**src/rtl/id_lexer_pkg.sv**
```systemverilog
// Shared types and ASCII bounds for the identifier lexer.
// Holds the lexer state enum, character class enum and class boundary constants.
package id_lexer_pkg;

  typedef enum logic [1:0] {
    IDLE     = 2'd0,
    ID_ALPHA = 2'd1,
    ID_DIGIT = 2'd2,
    NUMBER   = 2'd3
  } lex_state_t;

  typedef enum logic [1:0] {
    CLS_DELIM = 2'd0,
    CLS_ALPHA = 2'd1,
    CLS_DIGIT = 2'd2
  } char_cls_t;

  localparam logic [7:0] ASCII_UPPER_LO = 8'd65;
  localparam logic [7:0] ASCII_UPPER_HI = 8'd90;
  localparam logic [7:0] ASCII_LOWER_LO = 8'd97;
  localparam logic [7:0] ASCII_LOWER_HI = 8'd122;
  localparam logic [7:0] ASCII_DIGIT_LO = 8'd48;
  localparam logic [7:0] ASCII_DIGIT_HI = 8'd57;
  localparam logic [7:0] ASCII_USCORE   = 8'd95;

endpackage

```
**src/rtl/id_char_class.sv**
```systemverilog
// Combinational ASCII classifier: letter, digit or delimiter; zero latency, no flow control.
// ID_LEXER_UNDERSCORE_EN makes '_' a letter so it can start and continue identifiers.
module id_char_class
  import id_lexer_pkg::*;
(
  input  logic [7:0] char,
  output char_cls_t  cls
);

  logic is_alpha;
  logic is_digit;
  logic is_uscore;

`ifdef ID_LEXER_UNDERSCORE_EN
  assign is_uscore = (char == ASCII_USCORE);
`else
  assign is_uscore = 1'b0;
`endif

  assign is_alpha = ((char >= ASCII_UPPER_LO) && (char <= ASCII_UPPER_HI)) ||
                    ((char >= ASCII_LOWER_LO) && (char <= ASCII_LOWER_HI)) ||
                    is_uscore;
  assign is_digit = (char >= ASCII_DIGIT_LO) && (char <= ASCII_DIGIT_HI);

  always_comb begin
    cls = CLS_DELIM;
    if (is_alpha)      cls = CLS_ALPHA;
    else if (is_digit) cls = CLS_DIGIT;
  end

endmodule

```
**src/rtl/id_lexer.sv**
```systemverilog
// Identifier lexer over a qualified char stream; all outputs registered, 1-cycle latency.
// in_valid=0 holds all state (id_done low); no backpressure. Underscore rule: ID_LEXER_UNDERSCORE_EN.
module id_lexer
  import id_lexer_pkg::*;
#(
  parameter int MAX_LEN = 15,
  parameter int LEN_W   = 4,
  parameter int CNT_W   = 8
) (
  input  logic             clk,
  input  logic             rst_n,
  input  logic             in_valid,
  input  logic [7:0]       char,
  output logic             out,
  output logic             id_done,
  output logic [LEN_W-1:0] id_len,
  output logic             id_trunc,
  output logic [CNT_W-1:0] id_count
);

  // Run length is one bit wider so it can park at MAX_LEN+1 and flag truncation.
  localparam logic [LEN_W:0]   RUN_SAT = (LEN_W+1)'(MAX_LEN + 1);
  localparam logic [LEN_W:0]   RUN_MAX = (LEN_W+1)'(MAX_LEN);
  localparam logic [LEN_W-1:0] LEN_MAX = LEN_W'(MAX_LEN);

  lex_state_t     state;
  logic [LEN_W:0] run_len;
  logic [LEN_W:0] run_inc;
  char_cls_t      cls;

  id_char_class u_class (
    .char (char),
    .cls  (cls)
  );

  assign run_inc = (run_len == RUN_SAT) ? run_len : run_len + 1'b1;

  always_ff @(posedge clk or negedge rst_n) begin
    if (!rst_n) begin
      state    <= IDLE;
      run_len  <= '0;
      out      <= 1'b0;
      id_done  <= 1'b0;
      id_len   <= '0;
      id_trunc <= 1'b0;
      id_count <= '0;
    end else begin
      id_done <= 1'b0;
      if (in_valid) begin
        out <= 1'b0;
        unique case (state)
          IDLE: begin
            if (cls == CLS_ALPHA) begin
              state   <= ID_ALPHA;
              run_len <= (LEN_W+1)'(1);
            end else if (cls == CLS_DIGIT) begin
              state <= NUMBER;
            end
          end
          ID_ALPHA, ID_DIGIT: begin
            case (cls)
              CLS_ALPHA: begin
                state   <= ID_ALPHA;
                run_len <= run_inc;
              end
              CLS_DIGIT: begin
                state   <= ID_DIGIT;
                run_len <= run_inc;
                out     <= 1'b1;
              end
              default: begin
                state    <= IDLE;
                run_len  <= '0;
                id_done  <= 1'b1;
                id_len   <= (run_len > RUN_MAX) ? LEN_MAX : run_len[LEN_W-1:0];
                id_trunc <= (run_len > RUN_MAX);
                id_count <= id_count + 1'b1;
              end
            endcase
          end
          NUMBER: begin
            // Digit-led runs are literals, never identifiers.
            if (cls == CLS_DELIM) state <= IDLE;
          end
        endcase
      end
    end
  end

endmodule

```
**config.mk**
```make
export PLATFORM = sky130hd
export DESIGN_NAME = id_lexer
export DESIGN_NICKNAME = d
export VERILOG_FILES = /design/src/rtl/id_lexer_pkg.sv /design/src/rtl/id_char_class.sv /design/src/rtl/id_lexer.sv
export SDC_FILE = /design/constraint.sdc
export NUM_CORES = 1
export LEC_CHECK = 0
export ABC_AREA = 1
export ABC_CLOCK_PERIOD_IN_PS = 5080
export CORE_MARGIN = 4
export CORE_UTILIZATION = 30
export DETAILED_ROUTE_END_ITERATION = 12
export PLACE_DENSITY = 0.58
export SYNTH_ARGS = -nofsm -noshare
export SYNTH_HDL_FRONTEND = slang
export SYNTH_SLANG_ARGS = --single-unit
```
**constraint.sdc**
```tcl
create_clock -name clk -period 5.08 [get_ports clk]
set_clock_uncertainty 0.2 [all_clocks]
set_input_delay 1.016 -clock clk [delete_from_list [all_inputs] [get_ports clk]]
set_output_delay 1.016 -clock clk [all_outputs]
set_load 0.02 [all_outputs]
```
==> impl_metrics.py, run 1 <==
metrics = {
    "floorplanning": {
        "die_y_um": 76.04,
        "io-pin-count": 26,
        "core_area_um2": 4414,
        "initial_core_util_pct": 31.46,
        "core.rowCount": 24,
        "die-area_um2": 5782,
        "die_w_um": 76.04,
    },
    "worst_hold_path": {
        "min-delay-start": "run_len[4]$_DFFE_PN0P_",
        "min_to": "run_len[4]$_DFFE_PN0P_",
        "min_path_cells": 2,
        "hold_path_class": "reg2reg",
    },
    "logic_synthesis": {
        "yosysSeqAreaShare_pct": 39.64,
        "synth_edf_count": 0,
        "synth_fp_nets": 209,
        "synth_top_area_cell": "dfrtp_1",
        "yosysUniqueCellTypes": 25,
        "synth_async_sr_flop_share_pct": 100.0,
        "synth_cells": 192,
        "ys_warn_count": 0,
        "ys_seq_elements": 22,
        "synthesis.area_um2": 1389,
        "syn_area_per_cell_um2": 7.234,
        "synth_top_cell_area_share_pct": 39.64,
        "synthTopCellsByArea": "dfrtp_1, nand2_1, inv_1",
        "synth_ff_type": "dfrtp_1",
    },
    "pwr": {
        "power_density_nw_per_um2": 442.7,
        "total_power_w": 0.0007788,
        "leakage_nw": 0.8460,
        "vdd.ir_drop.worst_mv": 0.2737,
    },
    "grt": {
        "grt_util_all_layers_pct": 9.894,
        "overflow": 0,
        "grt_pass1_vias": 1121,
        "antenna_found_initial": 0,
        "grt_pass1_wl_um": 4968,
        "grt_max_degree": 23,
    },
    "sta": {
        "rsz0062_at_grt": "false",
        "finalMaxSlewViolations": 0,
        "worstMarginPinSlew_ns": 0.9843,
        "hold-worst-slack_ns": 0.2949,
        "worst_slack_ns": 2.333,
        "period_share_pct": 54.07,
        "finalSetupTns_ns": 0,
        "fmax_ghz": 0.3641,
        "relSlewSlack_pct": 34.17,
        "hold_viol_final": 0,
        "layout_min_cycle_time_ns": 2.747,
        "finalSetupViolations": 0,
    },
    "place": {
        "port_buffers": 25,
        "pre_cts_ws_ns": 2.045,
        "place_congestion": 0.7540,
        "post-dp-hpwl_um": 2158,
    },
    "cts": {
        "post_cts_buffers": 0,
        "cts-root-buf": "clkbuf_8",
        "cts_max_level": 1,
        "numCtsBuffers": 3,
        "clock_latency_ns": 0.26,
        "cts_tree": "built",
        "post_cts_resized": 0,
        "cts_hold_buf": 0,
        "cts_buffer_depth": 2,
        "path_clk_slew_ns": 0.09,
        "numClockSinks": 22,
    },
    "run_status": {
        "outcome": "finished clean",
    },
    "routing": {
        "drt-wirelength-per-cell_um": 10.14,
        "routed_wl_um": 2747,
        "drc_errors": 0,
        "drt_iter0_drc": 49,
        "antenna_left": 0,
        "num_vias": 1222,
        "first_pass_iters": 5,
        "vias_per_cell": 4.509,
    },
    "cells_and_area": {
        "fill_cells": 473,
        "drive_above_1_share_pct": 9.132,
        "final_nets": 237,
        "n_antenna_cell": 0,
        "area_delta_synth_final_pct": 26.67,
    },
    "worst_setup_path": {
        "reg2reg_depth": 8,
        "end_kind": "flop",
        "r2r-end": "run_len[2]$_DFFE_PN0P_",
        "crit_required_ns": 5.04,
        "cp.arrival_ns": 2.71,
        "cp_max_fo": 20,
        "r2r_start": "state[0]$_DFFE_PN0P_",
        "reg2reg_slack_ns": 3.16,
        "crit_type": "in2reg",
        "start_kind": "input port",
    },
    "flow_run": {
        "cap_violations": 0,
    },
}
[cells in the final DEF (no fill, tap or decap), drive strengths merged]
cell type	netlist	layout
a21oi	2	2
bufinv	0	1
clkbuf	0	3
clkdlybuf4s50	0	25
dfrtp	22	22
ha	6	6
inv	27	27
nand2	71	71
nand3	11	11
nand4	4	4
nor2	24	24
nor3	3	3
o21ai	12	12
or2	1	1
xnor2	4	4
xor2	3	3
[per-layer routing]
layer | vias to the layer above | track usage [%] | wire length, µm
met5 | - | 0 | 0
met2 | 16 | 16.44 | 1252
li1 | 648 | - | -
met1 | 556 | 13.19 | 1373
met4 | 0 | 1.068 | 12
met3 | 2 | 2.719 | 109
[cells in the mapped netlist (2+ instances only)]
cell and count:
nand2_1 67, nor2_2 3, inv_2 2, nor3_1 2
xnor2_1 4, o21ai_1 9, nand2_2 3, xor2_1 3
dfrtp_1 22, o21ai_2 2, nand4_1 4, nand3_1 10
inv_1 24, ha_1 6, nor2_1 21
[cells by family after synthesis]
logic type / after synthesis / share of synthesized area (%)
and+or+nand+nor: 114 / 35.86
buffers and inverters: 29 / 8.829
DFF: 22 / 39.64
AOI/OAI and AO/OA: 14 / 5.855
xor gates and xnor gates: 7 / 4.415
adders and majority gates: 6 / 5.405
[where the power goes]
part           internal (W)  switching [W]
combinational      0.000148       0.000203
sequential         0.000222      0.0000424
clock              0.000105      0.0000579
[how the worst max path moves through the flow]
| stage | slack, ns | cells after the start | endpoint | start |
|---|---|---|---|---|
| after floorplan | 2.82 | 13 | id_count[4]$_DFFE_PN0P_ | char[7] |
| after global placement | 2.05 | 13 | id_count[4]$_DFFE_PN0P_ | char[7] |
| after detailed placement | 2.04 | 12 | id_count[4]$_DFFE_PN0P_ | char[3] |
| after CTS | 2.32 | 13 | id_count[4]$_DFFE_PN0P_ | char[7] |
| after global routing | 2.12 | 12 | id_count[4]$_DFFE_PN0P_ | char[3] |
| final | 2.33 | 12 | id_count[4]$_DFFE_PN0P_ | char[6] |
[area by class of cell]
| class | count | area [µm²] | area share (%) |
|---|---|---|---|
| clock inverter | 1 | 30.03 | 1.707 |
| inverter | 27 | 106.4 | 6.046 |
| clock buffer | 3 | 41.29 | 2.347 |
| multi-input combinational | 141 | 715.7 | 40.68 |
| tap | 52 | 65.06 | 3.698 |
| sequential | 22 | 550.5 | 31.29 |
| timing repair buffer | 25 | 250.2 | 14.22 |
[stage by stage]
stage	instances	cell area [µm²]	util, %
2_1_floorplan	192	1389	-
3_3_place_gp	267	1688	38.24
3_5_place_dp	267	1688	38.24
4_1_cts	271	1759	39.85
5_1_grt	271	1759	39.85
6_report	271	1759	39.85
[worst max-delay path, cell delays in order]
cell and delay, ns:
clkdlybuf4s50_1 0.48, inv_1 0.07, o21ai_1 0.18, inv_1 0.06, nand2_1 0.08, nand2_2 0.06
nand2_4 0.08, nand3_4 0.10, inv_2 0.07, nand2_2 0.24, o21ai_1 0.22, nand2_1 0.06
[registers in the layout, indices dropped and copies added (netlist names)]
signal	count
run_len	5
id_len	4
out	1
id_done	1
id_trunc	1
state	2
id_count	8
Power figures use the tool's default switching activity.
==> inputs of run 2 (changes only) <==
Settings changed: ABC_CLOCK_PERIOD_IN_PS 5080 to 2500, PLACE_DENSITY 0.58 to 0.6.
Clock period 5.08 ns to 2.5 ns, I/O delays scaled along.
==> run 2 against run 1 <==
  * Hold slack got worse by 0.0055 ns
  * Sequential cell count unchanged
  * Largest power group unchanged
  * Critical path type unchanged
  * Highest routed layer unchanged
  * First-iteration DRC count decreased by 35%
  * Via count decreased by 2.8%
  * Critical path depth increased by 1
  * Clock power increased by 56%
  * Die area unchanged
==> impl_metrics.py, run 2 (synthesized netlist as in run 1, its figures left out) <==
metrics = {
    "cells_and_area": {
        "area_delta_synth_final_pct": 27.48,
        "register_area_um2": 550.5,
        "final_nets": 239,
        "fill_cells": 466,
        "layout_commonest_cell": "nand2_1",
        "multi_input_area_um2": 715.7,
        "final_cell_count_no_fill": 273,
        "top_regs": "id_count: 8 flops, run_len: 5 flops, id_len: 4 flops",
        "largest-register": "id_count",
        "drive_above_1_share_pct": 9.955,
        "fin_area_um2": 1770,
        "n_antenna_cell": 0,
        "largest_reg_flops": 8,
        "final_cell_mix": "nand2_1, clkdlybuf4s50_1, inv_1",
    },
    "worst_setup_path": {
        "crit_required_ns": 2.45,
        "cp.arrival_ns": 2.06,
        "start_kind": "input port",
        "crit_type": "in2reg",
        "end_kind": "flop",
        "reg2reg_slack_ns": 0.62,
        "cp_max_fo": 20,
    },
    "sta": {
        "hold_viol_final": 0,
        "period_share_pct": 84.49,
        "layout_min_cycle_time_ns": 2.112,
        "fmax_ghz": 0.4734,
        "hold-worst-slack_ns": 0.2894,
        "worstMarginPinSlew_ns": 0.4420,
        "finalSetupViolations": 0,
        "rsz0062_at_grt": "false",
        "relSlewSlack_pct": 70.53,
        "finalMaxSlewViolations": 0,
        "finalSetupTns_ns": 0,
    },
    "pwr": {
        "vdd.ir_drop.worst_mv": 0.3236,
        "power_density_nw_per_um2": 857.4,
        "leakage_nw": 0.8542,
    },
    "floorplanning": {
        "initial_core_util_pct": 31.46,
        "die_y_um": 76.04,
        "die-area_um2": 5782,
        "io-pin-count": 26,
        "core_area_um2": 4414,
        "die_w_um": 76.04,
        "core.rowCount": 24,
    },
    "routing": {
        "vias_per_cell": 4.352,
        "antenna_left": 0,
        "routed_wl_um": 2637,
        "num_vias": 1188,
        "drc_errors": 0,
        "drt-wirelength-per-cell_um": 9.659,
        "first_pass_iters": 4,
        "drt_iter0_drc": 32,
    },
    "cts": {
        "clock_latency_ns": 0.26,
        "post_cts_resized": 0,
        "cts_hold_buf": 0,
        "cts-root-buf": "clkbuf_8",
        "post_cts_buffers": 0,
        "cts_buffer_depth": 2,
        "numClockSinks": 22,
        "cts_max_level": 1,
        "numCtsBuffers": 3,
        "path_clk_slew_ns": 0.08,
        "cts_tree": "built",
    },
    "grt": {
        "antenna_found_initial": 0,
        "use_met3_pct": 1.891,
        "grt_pass1_wl_um": 4802,
        "grt_max_degree": 23,
        "overflow": 0,
        "met2_usage_pct": 15.67,
        "grt-busiest-layer": "met2",
        "use_met1_pct": 12.80,
        "grt_util_all_layers_pct": 9.584,
        "grt_pass1_vias": 1092,
    },
    "place": {
        "place_inst": 269,
        "post-dp-hpwl_um": 2147,
        "port_buffers": 25,
        "placed_area_um2": 1715,
        "place_congestion": 0.7898,
    },
    "run_status": {
        "outcome": "finished clean",
    },
    "flow_run": {
        "cap_violations": 0,
    },
    "worst_hold_path": {
        "hold_path_class": "reg2reg",
    },
}
==> run 2: cell types whose count changed in the layout (fill, tap and decap cells not counted), sizes merged <==
cell,delta
bufinv,-1
clkbuf,+1
buf,+2
==> run 2: critical path: stages <==
cell             delay (ns)
clkdlybuf4s50_1        0.51
nand2_1                0.07
nor2_1                 0.17
nand3_1                0.09
nand2_1                0.08
nand2_2                0.09
nand3_4                0.12
inv_2                  0.04
nand2_2                0.07
buf_12                 0.15
inv_6                  0.05
nand2_1                0.07
o21ai_2                0.05
==> run 2: worst paths after layout <==
path                                   startpoint  depth (start not counted)                       to
min reg2reg                run_len[4]$_DFFE_PN0P_                          2   run_len[4]$_DFFE_PN0P_
max                                       char[3]                         13  id_count[3]$_DFFE_PN0P_
min                        run_len[4]$_DFFE_PN0P_                          2   run_len[4]$_DFFE_PN0P_
min in group asynchronous                   rst_n                          2        id_done$_DFF_PN0_
max reg2reg                  state[0]$_DFFE_PN0P_                          8   run_len[2]$_DFFE_PN0P_
max in group asynchronous                   rst_n                          2    id_len[0]$_DFFE_PN0P_
==> run 2: cell type report <==
type / count / share of cell area, %
well taps: 52 / 3.675
clock buffers: 4 / 3.110
repair buffers: 27 / 15.69
inverters: 27 / 6.007
flip-flops and latches: 22 / 31.10
multi-input cells: 141 / 40.42
==> run 2: per-stage QoR <==
stage,worst slack [ns],utilization (%),total power (W)
after CTS,0.3856,40.11,0.001538
after floorplan,0.7522,-,0.001026
final,0.3877,40.11,0.001518
after detailed placement,0.1010,38.86,0.001280
after global placement,0.1272,38.86,0.001278
after global routing,0.2179,40.11,0.001649
==> run 2: power by group <==
part           switching [W]  internal, W
clock               0.000114     0.000140
sequential         0.0000864     0.000451
combinational       0.000409     0.000317
==> run 2: routing by layer <==
layer | up-vias | part of all wire [%]
li1 | 653 | -
met1 | 522 | 50
met2 | 11 | 47
met3 | 2 | 2.3
met4 | 0 | 1.0
met5 | - | 0
==> inputs of run 3 (changes only) <==
Settings changed: ABC_CLOCK_PERIOD_IN_PS 2500 to 1900.
Clock period 2.5 ns to 1.9 ns, I/O delays scaled along.
==> run 3 against run 2 <==
  * Via count grew 7.2%
  * Combinational power increased by 49%
  * Register-to-register slack got worse by 0.50 ns
  * Clock power up 33%
  * Core utilization grew 3.8 points
  * Setup slack lost 0.34 ns
  * Final cell count grew 4.0%
  * Sequential power is 33% higher
  * Final area increased by 9.5%
  * First-iteration DRC count up 94%
  * Largest cell class unchanged
  * Highest routed layer unchanged
==> impl_metrics.py, run 3 (synthesized netlist as in run 1, its figures left out) <==
metrics = {
    "floorplanning": {
        "io-pin-count": 26,
        "core_area_um2": 4414,
        "die_y_um": 76.04,
        "core.rowCount": 24,
        "die-area_um2": 5782,
        "die_w_um": 76.04,
        "initial_core_util_pct": 31.46,
    },
    "cells_and_area": {
        "area_delta_synth_final_pct": 39.55,
        "n_antenna_cell": 0,
        "fin_util_pct": 43.91,
        "final_cell_mix": "nand2_1, inv_1, dfrtp_1",
        "final_cell_count_no_fill": 284,
        "largest-register": "id_count",
        "top_regs": "id_count: 8 flops, run_len: 5 flops, id_len: 4 flops",
        "drive_above_1_share_pct": 18.97,
        "final_nets": 250,
        "layout_commonest_cell": "nand2_1",
        "largest_reg_flops": 8,
    },
    "run_status": {
        "outcome": "finished clean",
    },
    "sta": {
        "relSlewSlack_pct": 80.72,
        "period_share_pct": 97.42,
        "worstMarginPinSlew_ns": 0.2892,
        "finalMaxSlewViolations": 0,
        "hold_viol_final": 0,
        "fmax_ghz": 0.5403,
        "finalSetupTns_ns": 0,
        "layout_min_cycle_time_ns": 1.851,
        "finalSetupViolations": 0,
        "worst_slack_ns": 0.04910,
    },
    "cts": {
        "cts_tree": "built",
        "numCtsBuffers": 3,
        "cts_buffer_depth": 2,
        "post_cts_buffers": 0,
        "path_clk_slew_ns": 0.08,
        "cts_hold_buf": 0,
        "numClockSinks": 22,
        "cts_max_level": 1,
        "clock_latency_ns": 0.26,
        "cts-root-buf": "clkbuf_8",
    },
    "grt": {
        "grt_util_all_layers_pct": 10.20,
        "overflow": 0,
        "antenna_found_initial": 0,
        "grt_pass1_vias": 1160,
        "grt_pass1_wl_um": 5002,
        "grt_max_degree": 23,
    },
    "pwr": {
        "leakage_nw": 1.035,
        "power_density_nw_per_um2": 1098,
        "vdd.ir_drop.worst_mv": 0.3769,
    },
    "worst_setup_path": {
        "cpMaxStageDelayCell": "clkdlybuf4s50_1",
        "end_kind": "output port",
        "start_kind": "flop",
        "cp_max_fo": 3,
        "reg2reg_slack_ns": 0.12,
        "crit_required_ns": 1.32,
        "path_buf_inv": 1,
        "timing.critical_path.slowest_cell_delay_ns": 0.62,
        "cp_cell_sequence": "clkdlybuf4s50_1",
        "crit_type": "reg2out",
        "crit_family": "buffers and inverters",
        "cp.arrival_ns": 1.27,
    },
    "place": {
        "pre_cts_ws_ns": -0.3673,
        "post-dp-hpwl_um": 2215,
        "place_congestion": 0.8062,
        "port_buffers": 25,
        "place_inst": 278,
    },
    "flow_run": {
        "cap_violations": 0,
    },
    "routing": {
        "routed_wl_um": 2935,
        "num_vias": 1274,
        "drc_errors": 0,
        "top_layer_used": "met4",
        "antenna_left": 0,
        "wl_met3_um": 66,
        "first_pass_iters": 4,
        "drt_iter0_drc": 62,
        "drt-wirelength-per-cell_um": 10.33,
        "wl_met2_um": 1390,
        "vias_per_cell": 4.486,
        "wl_met1_um": 1455,
    },
    "worst_hold_path": {
        "hold_path_class": "in2async",
    },
}
## run 3: cell count changes in the layout (fill, tap and decap cells not counted), moves of 2 or more
| cell | change |
|---|---|
| o21ai_1 | -2 |
| buf_4 | +9 |
| inv_1 | -2 |
| nor2_2 | +4 |
| dlygate4sd2_1 | +8 |
| clkdlybuf4s50_1 | -14 |
| inv_2 | +2 |
| clkbuf_16 | +2 |
| o21ai_2 | +2 |
| dlymetal6s2s_1 | +6 |
| nor2_1 | -4 |
## run 3: per-layer routing
layer | vias up | global-route usage, %
li1 | 676 | -
met1 | 580 | 13.37
met2 | 16 | 16.61
met3 | 2 | 2.246
met4 | 0 | 3.203
met5 | - | 0
## run 3: final timing paths
path | from | endpoint | cells after the start
max reg2reg | state[0]$_DFFE_PN0P_ | run_len[1]$_DFFE_PN0P_ | 9
max | id_count[3]$_DFFE_PN0P_ | id_count[3] | 1
min in group clk | run_len[4]$_DFFE_PN0P_ | run_len[4]$_DFFE_PN0P_ | 2
min | rst_n | id_count[2]$_DFFE_PN0P_ | 2
min reg2reg | run_len[4]$_DFFE_PN0P_ | run_len[4]$_DFFE_PN0P_ | 2
max in group asynchronous | rst_n | run_len[4]$_DFFE_PN0P_ | 2
## run 3: layout make-up
type                       instances  area, µm²
clock buffer                       4      55.05
timing repair buffer              38      400.4
tap                               52      65.06
fill                             443       2476
sequential                        22      550.5
multi-input combinational        141      758.2
inverter                          27      108.9
## run 3: metrics by stage
step	hold slack, ns	instance area (µm²)	total power, W
after floorplan	-0.1156	1389	0.001350
after global placement	0.2624	1783	0.001719
after detailed placement	0.2741	1783	0.001730
after CTS	0.2661	1842	0.002075
after global routing	0.2786	1938	0.002319
final	0.2604	1938	0.002128
## run 3: what timing repair did
action	in CTS	in global routing
pin swaps	4	4
setup endpoints to repair	17	24
gates cloned	0	2
gates resized for setup	14	14
## run 3: report_power, final
part	internal, W	switching (W)
registers	0.000594	0.000119
clock network	0.000185	0.000152
logic	0.000484	0.000595
total	0.00126	0.000866
==> variant (flow settings as in run 2) <==
Build with the macro `ID_LEXER_UNDERSCORE_EN` defined.
--- a/src/rtl/id_char_class.sv
+++ b/src/rtl/id_char_class.sv
@@ -1,4 +1,6 @@
 // Combinational ASCII classifier: letter, digit or delimiter; zero latency, no flow control.
 // ID_LEXER_UNDERSCORE_EN makes '_' a letter so it can start and continue identifiers.
+`define ID_LEXER_UNDERSCORE_EN
+
 module id_char_class
   import id_lexer_pkg::*;
Formal check against the unedited RTL: not equivalent (a bounded check fails within 4 cycles, from zero or initial values and one cycle with rst_n low).
==> variant against run 2 <==
Combinational power shrank 6.6%; non-clock buffer count is the same; power grew 1.8%; worst setup slack gained 17 ps; via count shrank 6.0%; design area shrank 2.3%; worst hold slack gained 1.7 ps; area after synthesis shrank 3.1%; sequential cell count is the same; wire length grew 2.7%; highest routed layer unchanged.
==> variant: results (changes against run 2) <==
[grt]
grt_usage_pct=10.9  ; was 9.58%
grt_pass1_wl_microns=4820  ; was 4800 microns
grt_util_met1_pct=14.7  ; was 12.8%

[synthesis]
synthDistinctLibCells=22  ; was 25
yosysSeqAreaShare_pct=40.9  ; was 39.6%
synthTopCellsByCount=nand2_1, nor2_1, dfrtp_1, inv_1, nand3_1  ; was nand2_1, inv_1, dfrtp_1, nor2_1, nand3_1
synth.area.top_cells=dfrtp_1, nand2_1, nor2_1, ha_1, inv_1  ; was dfrtp_1, nand2_1, inv_1, nor2_1, ha_1
synth-compound-area-share_pct=7.25  ; was 5.86%
synth.net_count=191  ; was 209

[pwr]
pwr-share-seq_pct=34.3  ; was 35.4%
ir_drop_uv=282  ; was 324 uV
p_leak_nw=0.815  ; was 0.854 nW
p_clk_share_pct=21.8  ; was 16.8%
switchingPower_mw=0.608  ; was 0.610 mW

[layout]
clock_area_share_pct=4.12  ; was 3.11%
multi_input_gates=131  ; was 141
n_fill_cell=436  ; was 466
inverters_excl_clock=18  ; was 27
design.seq.count=22  ; unchanged
seq_share_pct=31.8  ; was 31.1%
bufAreaShareNonClock_pct=15.3  ; was 15.7%
fin_nets=221  ; was 239
drive_gt1_share_pct=10.9  ; was 9.95%

[worst_setup_path]
path_delay_family=buffers and inverters  ; was simple AND/OR/NAND/NOR gates
critPathMaxStageDelay_ps=530  ; was 510 ps

[routing]
routed-via-count=1117  ; was 1188
dr_wl_met2_microns=1320  ; was 1240 microns
wirelength_met1_microns=1310  ; about the same
first_iter_violations=90  ; was 32
drt-wirelength-per-cell_microns=10.7  ; was 9.66 microns

[status]
status=finished, final reports clean  ; unchanged

-- variant: cell types whose count changed in the layout (fill, tap and decap cells not counted), sizes merged, moves of 2 or more --
cell / delta
inv: -9
nand2: -8
nor3: -3
nor2: +2
o21ai: -3
-- variant: through the flow --
stage	std cells	cell area [sq um]	worst slack, ps	hold WS [ps]
3_3_place_gp	250	1660	149	277
5_1_grt	254	1730	256	313
6_report	254	1730	404	291
4_1_cts	254	1730	397	301
2_1_floorplan	173	1350	803	4.41
3_5_place_dp	250	1660	121	280
-- variant: final timing paths --
check | startpoint | to | slack (ps) | cells past startpoint
worst max-delay path | char[3] | id_count[7] | 400 | 8
worst min-delay path | id_trunc | id_trunc | 290 | 2
worst max register to register | state[1] | id_count[7] | 620 | 6
worst min register to register | id_trunc | id_trunc | 290 | 2
max in group asynchronous | rst_n | id_count[0] | 1500 | 2
min in group asynchronous | rst_n | id_count[1] | 380 | 2
